$ cat src/rtl/fetch_pkg.sv
// Shared types and constants for the instruction fetch stage.
package fetch_pkg;

  localparam int unsigned XLEN = 32;
  localparam logic [XLEN-1:0] NOP_INSTR = 32'h0000_0013;

  typedef enum logic [1:0] {
    IDLE = 2'd0,
    REQ  = 2'd1,
    WAIT = 2'd2,
    DROP = 2'd3
  } fetch_state_t;

  // Word-aligned address: the memory bus only ever sees bits [1:0] == 0.
  function automatic logic [XLEN-1:0] word_align(input logic [XLEN-1:0] addr);
    return {addr[XLEN-1:2], 2'b00};
  endfunction

endpackage

$ cat src/rtl/fetch_watchdog.sv
// Response watchdog: counts cycles while enabled, flags the last permitted cycle.
module fetch_watchdog #(
  parameter int unsigned TIMEOUT_CYCLES = 64,
  parameter int unsigned CNT_W          = $clog2(TIMEOUT_CYCLES) + 1
) (
  input  logic clk,
  input  logic rst_n,
  input  logic clear,
  input  logic enable,
  output logic expired_c
);

  logic [CNT_W-1:0] count_q;
  logic [CNT_W-1:0] count_d;

  assign expired_c = (count_q == CNT_W'(TIMEOUT_CYCLES - 1));

  // Saturates at the expiry value so a held enable cannot wrap the counter.
  always_comb begin
    count_d = count_q;
    if (clear) begin
      count_d = '0;
    end else if (enable && !expired_c) begin
      count_d = count_q + CNT_W'(1);
    end
  end

  always_ff @(posedge clk or negedge rst_n) begin
    if (!rst_n) begin
      count_q <= '0;
    end else begin
      count_q <= count_d;
    end
  end

endmodule

$ cat src/rtl/instr_fetch_unit.sv
// Fetch stage: one outstanding word read over req/gnt + rvalid, with flush kill and watchdog.
// Optional FETCH_MISALIGN_TRAP_EN answers misaligned PCs locally with a NOP and fetch_misaligned.
module instr_fetch_unit
  import fetch_pkg::*;
#(
  parameter int unsigned TIMEOUT_CYCLES = 64,
  parameter int unsigned CNT_W          = $clog2(TIMEOUT_CYCLES) + 1
) (
  input  logic            CLK,
  input  logic            resetn,
  input  logic [XLEN-1:0] PC,
  input  logic            fetch_enable,
  input  logic            flush,
  output logic            mem_req,
  output logic [XLEN-1:0] mem_addr,
  input  logic            mem_gnt,
  input  logic            mem_rvalid,
  input  logic [XLEN-1:0] mem_rdata,
  output logic [XLEN-1:0] instr_fetch,
  output logic            fetch_valid,
  output logic            fetch_timeout
`ifdef FETCH_MISALIGN_TRAP_EN
  ,
  output logic            fetch_misaligned
`endif
);

  fetch_state_t    state_q, state_d;
  logic            mem_req_q, mem_req_d;
  logic [XLEN-1:0] mem_addr_q, mem_addr_d;
  logic [XLEN-1:0] instr_q, instr_d;
  logic            fetch_valid_q, fetch_valid_d;
  logic            timeout_q, timeout_d;
  logic            kill_q, kill_d;
  logic            misaligned_c;
  logic            wd_expired_c;

`ifdef FETCH_MISALIGN_TRAP_EN
  logic            misaligned_q, misaligned_d;

  assign misaligned_c     = (PC[1:0] != 2'b00);
  assign fetch_misaligned = misaligned_q;
`else
  logic            unused_pc_lsbs;

  assign misaligned_c   = 1'b0;
  assign unused_pc_lsbs = ^PC[1:0];
`endif

  // Watchdog only runs in WAIT and restarts from zero on every WAIT entry.
  fetch_watchdog #(
    .TIMEOUT_CYCLES (TIMEOUT_CYCLES),
    .CNT_W          (CNT_W)
  ) u_watchdog (
    .clk       (CLK),
    .rst_n     (resetn),
    .clear     (state_q != WAIT),
    .enable    (state_q == WAIT),
    .expired_c (wd_expired_c)
  );

  always_comb begin
    state_d       = state_q;
    mem_req_d     = mem_req_q;
    mem_addr_d    = mem_addr_q;
    instr_d       = instr_q;
    fetch_valid_d = 1'b0;
    timeout_d     = timeout_q;
    kill_d        = kill_q;
`ifdef FETCH_MISALIGN_TRAP_EN
    misaligned_d  = 1'b0;
`endif

    unique case (state_q)
      IDLE: begin
        kill_d = 1'b0;
        if (fetch_enable && !flush) begin
          if (misaligned_c) begin
            // Trap pulses are spaced so fetch_valid never stays high two cycles.
            if (!fetch_valid_q) begin
              fetch_valid_d = 1'b1;
              instr_d       = NOP_INSTR;
`ifdef FETCH_MISALIGN_TRAP_EN
              misaligned_d  = 1'b1;
`endif
            end
          end else begin
            mem_addr_d = word_align(PC);
            mem_req_d  = 1'b1;
            state_d    = REQ;
          end
        end
      end

      REQ: begin
        kill_d = kill_q | flush;
        if (mem_gnt) begin
          mem_req_d = 1'b0;
          state_d   = (kill_q || flush) ? DROP : WAIT;
        end
      end

      WAIT: begin
        if (mem_rvalid) begin
          if (!flush) begin
            instr_d       = mem_rdata;
            fetch_valid_d = 1'b1;
          end
          state_d = IDLE;
        end else if (flush) begin
          state_d = DROP;
        end else if (wd_expired_c) begin
          timeout_d = 1'b1;
          state_d   = DROP;
        end
      end

      DROP: begin
        if (mem_rvalid) begin
          state_d = IDLE;
        end
      end

      default: begin
        state_d = IDLE;
      end
    endcase
  end

  always_ff @(posedge CLK or negedge resetn) begin
    if (!resetn) begin
      state_q       <= IDLE;
      mem_req_q     <= 1'b0;
      mem_addr_q    <= '0;
      instr_q       <= '0;
      fetch_valid_q <= 1'b0;
      timeout_q     <= 1'b0;
      kill_q        <= 1'b0;
`ifdef FETCH_MISALIGN_TRAP_EN
      misaligned_q  <= 1'b0;
`endif
    end else begin
      state_q       <= state_d;
      mem_req_q     <= mem_req_d;
      mem_addr_q    <= mem_addr_d;
      instr_q       <= instr_d;
      fetch_valid_q <= fetch_valid_d;
      timeout_q     <= timeout_d;
      kill_q        <= kill_d;
`ifdef FETCH_MISALIGN_TRAP_EN
      misaligned_q  <= misaligned_d;
`endif
    end
  end

  assign mem_req       = mem_req_q;
  assign mem_addr      = mem_addr_q;
  assign instr_fetch   = instr_q;
  assign fetch_valid   = fetch_valid_q;
  assign fetch_timeout = timeout_q;

endmodule

$ cat config.mk
export PLATFORM = sky130hd
export DESIGN_NAME = instr_fetch_unit
export DESIGN_NICKNAME = d
export VERILOG_FILES = /design/src/rtl/fetch_pkg.sv /design/src/rtl/fetch_watchdog.sv /design/src/rtl/instr_fetch_unit.sv
export SDC_FILE = /design/constraint.sdc
export NUM_CORES = 1
export LEC_CHECK = 0
export CAP_MARGIN = 40
export CORE_MARGIN = 2
export CORE_UTILIZATION = 41
export CTS_CLUSTER_DIAMETER = 200
export DETAILED_ROUTE_END_ITERATION = 12
export GPL_TIMING_DRIVEN = 0
export PLACE_DENSITY = 0.91
export SYNTH_ARGS = -nofsm -noshare
export SYNTH_HDL_FRONTEND = slang
export SYNTH_SLANG_ARGS = --single-unit
$ cat constraint.sdc
create_clock -name CLK -period 2 [get_ports CLK]
set_input_delay 0.2 -clock CLK [delete_from_list [all_inputs] [get_ports CLK]]
set_output_delay 0.2 -clock CLK [all_outputs]
set_load 0.01 [all_outputs]
**Yosys cells after proc, flatten, opt, wreduce, memory -nomap -nowiden**

Cells that the tools add are included.

- Register bits: 75
- Output and inout port bits: 67
- Word-level logic and storage cells: 51

- Add/subtract/negate cells: 1
- Equal/unequal tests: 9
- Multiplexer cells: 17
- Bitwise gates (word level): 3
- Reduce and logical (&&, ||, !) cells: 13

Operator list:

| cell | count |
|---|---|
| 7-bit 2-to-1 mux | 2 |
| 2-bit 2-to-1 mux | 6 |
| 2-bit != test, second input constant | 4 |
| 2-bit one-hot mux with 4 select lines | 1 |
| 4-bit AND reduction | 2 |
| 7-bit by 1-bit adder with 7-bit output, second input constant | 1 |
| 7-bit by 6-bit equality test with 1-bit output, second input constant | 1 |
| 1-bit 2-to-1 mux | 6 |
| 3-bit AND reduction | 2 |
| 2-bit equality test, second input constant | 2 |
| 4-bit != test, second input constant | 1 |
| 1-bit one-hot mux with 2 select lines | 2 |
| 2-bit nonzero test | 2 |
| 2-bit by 1-bit equality test with 1-bit output, second input constant | 1 |
| 1-bit logical AND | 2 |
| 1-bit zero test | 2 |
| 2-bit zero test | 1 |
| 1-bit inverter | 2 |
| 2-bit AND reduction | 1 |
| 1-bit logical OR | 1 |
| 1-bit bitwise OR | 1 |

**Depth between registers and ports, before layout**

- Word-level depth: 5
- Gate-level depth with buffers: 6

**By module**

From an unflattened synthesis, not the netlist that was laid out.

- Cell total of the unflattened synthesis: 197
- Area total of the unflattened synthesis: 3274.4 um^2

Modules (own cells, without submodules):

| module | instances | cells an instance | area each (um^2) |
|---|---|---|---|
| instr_fetch_unit | 1 | 159 | 2865.2 |
| fetch_watchdog | 1 | 38 | 409.1 |

**Least setup slack after synthesis**

Ideal clock, no wire load.

- Kind: flip-flop to flip-flop
- Start point: register state_q[0]
- End point: register instr_q[10], in the netlist instr_fetch[10]
- Data arrival time: 1.570 ns
- Slack: 0.305 ns
- Cell stages (with the launch flop): 7
- Buffers on the path: 3
- Clock period less this slack: 1.695 ns
- Cell sequence: dfrtp_1 > buf_6 > nand2b_4 > buf_6 > nor3b_4 > buf_6 > mux2_2

- Longest elaborated chain between the ends: 2

Ends and longest elaborated chain:

| what | line | source |
|---|---|---|
| start, declared | instr_fetch_unit.sv:28 | `fetch_state_t state_q, state_d;` |
| start signal, assigned | instr_fetch_unit.sv:143 | `state_q <= state_d;` |
| 2-bit equality test | instr_fetch_unit.sv:74 | `unique case (state_q)` |
| 3-bit AND reduction (no source line) | - |  |
| end signal, assigned | instr_fetch_unit.sv:146 | `instr_q <= instr_d;` |
| end, declared | instr_fetch_unit.sv:31 | `logic [XLEN-1:0] instr_q, instr_d;` |

No other way between the ends.
A chain may end at the register's enable or synchronous reset.

**Final worst setup path**

- Start point: register state_q[0]
- End point: register instr_q[26], in the netlist instr_fetch[26]

Same word-level chain as after synthesis.

==> results.ini <==
[synthesis]
avgSynthCellArea_sq_um = 15.4
synth.top_cell.area_share = 0.630
synth_top_cell_by_area = dfrtp_1
synth_enable_flop_cells = 0
synth_area_leaders = dfrtp_1 (63%), mux2_2 (23%), buf_6 (1.9%), mux2_1 (1.1%), nor2_1 (0.76%)
async_flop_share = 1.00
ys_ff_latch = 75
ys_warn_count = 0
synthCells = 194
synth-seq-area-share = 0.630
synth_area_sq_mm = 0.00298
yosysUniqueCellTypes = 34
synthFlopType = dfrtp_1

[setup_path]
worstReg2RegEnd = instr_fetch[26]
cp-end-kind = flop
path_max_fanout = 10
worstSetupPathType = reg -> reg
reg2reg_from = state_q[0]
r2r_cells = 6
cp_top_family = simple AND/OR/NAND/NOR gates
cp_cell_sequence = buf_6 > nand2b_4 > buf_6 > nor3b_4 > buf_6 > mux2_2
regToRegSetupSlack_ns = 0.11
cp_common_cell = buf_6
critPathBufInv = 3
max_stage_delay_ns = 0.41
cp_data_arrival_time_ns = 2.10
cp_slowest_cell = nor3b_4
crit_start = state_q[0]
required_ns = 2.21
startpoint_type = flop

[sta]
max_freq_mhz = 529
setup_viol = 0
fin_crit_ns = 1.89
slew_viol_final = 0
timing_hold_violations_final = 0
setup_slack_ns = 0.109
tns_ns = 0
period_share = 0.946
fin_worst_skew_ns = 0.00786
hold_slack_ns = 0.275
grt_setup_unrepaired = no

[floorplan]
floorplan.rows = 31
io_pins = 137
start_util = 0.418
design.die.area_sq_mm = 0.00797
fp.coreArea_sq_mm = 0.00714
chipHeight_um = 89.3
die_x_um = 89.3

[placed_design]
dpl.hpwl_um = 4950
dpl.cell_count = 427
place_ws_ns = -0.175
place_congestion = 0.723
place_area_sq_mm = 0.00445
portBuffers = 132

[clock_network]
clk_pin_slew_ns = 0.08
root_buffer = clkbuf_8
cts_made_buffers = 9
cts.sinks = 75
cts.path.max_buffers = 2
h-tree-depth = 3
cts_tree = done
clock_latency_ns = 0.33
cts_setup_buffers = 0

[global_routing]
overflow = 0
grt_pass1_vias = 2126
grt_start_max_net_pins = 63
grt_pass1_wl_um = 10000
antenna_found_initial = 0
grt_usage = 0.166

[pwr]
power.density_mw_per_mm2 = 1420
vdd_ir_drop_max_uv = 716
p_leak_nw = 2.01

[final_layout]
area_growth_pct = 58.2
layout-drive-gt1-share = 0.267
regArea_sq_mm = 0.00188
diodes = 0
multi_input_area_sq_mm = 0.00102
fin_cells = 444
layout_common_cells = clkdlybuf4s50_1 (131), dfrtp_1 (75), mux2_2 (60)
layout_commonest_cell = clkdlybuf4s50_1
fillCellCount = 564
final_area_sq_mm = 0.00471
finalNetCount = 411

[route]
dr.pass1.iters = 4
vias_per_cell = 4.73
via_count = 2098
drc = 0
drt_iter0_drc = 66
ant_nets = 0
routed_wl_um = 6560
wl_per_cell_um = 14.8

[run_status]
status = finished, final reports clean

[job]
cap_violations = 0

[hold_path]
hold_path_class = in -> async

worst max-delay path by stage:
| stage | endpoint | cells after the start |
|---|---|---|
| 6_report | instr_fetch[26] | 6 |
| 3_5_place_dp | mem_addr[17] | 4 |
| 3_3_place_gp | mem_addr[7] | 1 |
| 2_1_floorplan | instr_fetch[10] | 6 |
| 4_1_cts | mem_addr[17] | 4 |
| 5_1_grt | instr_fetch[11] | 6 |
flip-flops by register name, summed over array words and instances, names as in the netlist:
| signal | flops |
|---|---|
| u_watchdog.count_q | 7 |
| instr_fetch | 32 |
| mem_req | 1 |
| fetch_valid | 1 |
| mem_addr | 30 |
| fetch_timeout | 1 |
| kill_q | 1 |
| state_q | 2 |
final cells by class:
cell class              instances  share of cell area
well taps                      99              0.0263
inverters                       1            0.000796
repair buffers                134               0.288
clock inverters                 5              0.0212
multi-input cells             108               0.217
plain buffers                  11              0.0194
flip-flops and latches         75               0.398
clock buffers                  11              0.0300
routing by layer:
metal,track usage,up-vias,part of all wire
li1,-,971,-
met1,0.198,1037,0.40
met2,0.279,82,0.51
met3,0.0526,8,0.073
met4,0.0651,0,0.012
met5,0,-,0
kinds of logic (layout without fill, tap and decap cells):
| kind of cell | Yosys count | after routing | synth area share |
|---|---|---|---|
| other cells | 1 | 2 | 0.00126 |
| fa+ha+maj | 1 | 1 | 0.00420 |
| flops | 75 | 75 | 0.630 |
| mux | 65 | 65 | 0.245 |
| simple gates | 23 | 23 | 0.0483 |
| buf+inv | 12 | 162 | 0.0319 |
| xor+xnor | 3 | 3 | 0.00882 |
| compound gates | 14 | 14 | 0.0311 |
synthesized netlist by cell type (all sizes together) (2+ instances only):
| cell type | number |
|---|---|
| mux2i | 2 |
| xnor2 | 2 |
| nand2b | 2 |
| dfrtp | 75 |
| nand2 | 5 |
| a211oi | 2 |
| nor3 | 2 |
| buf | 11 |
| mux2 | 63 |
| nand3 | 2 |
| nor3b | 2 |
| a21oi | 4 |
| nor2 | 6 |
where the power goes:
group	leakage (nW)	total, W	internal (W)	switching [W]
logic	0.965	0.00281	0.00182	0.000993
registers	0.923	0.00252	0.00219	0.000333
clock network	0.123	0.00137	0.000859	0.000514
total	2.01	0.00671	0.00487	0.00184
repair_timing:
action | CTS | global route
hold buffers | 1 | 0
gates resized for setup | 0 | 1
endpoints found under the setup margin | 0 | 29
hold endpoints to repair | 13 | 0
stage by stage:
| stage | total power [W] | utilization |
|---|---|---|
| 2_1_floorplan | 0.00372 | - |
| 3_3_place_gp | 0.00526 | 0.621 |
| 3_5_place_dp | 0.00539 | 0.624 |
| 4_1_cts | 0.00679 | 0.659 |
| 5_1_grt | 0.00712 | 0.661 |
| 6_report | 0.00671 | 0.661 |
Power figures use the tool's default switching activity.
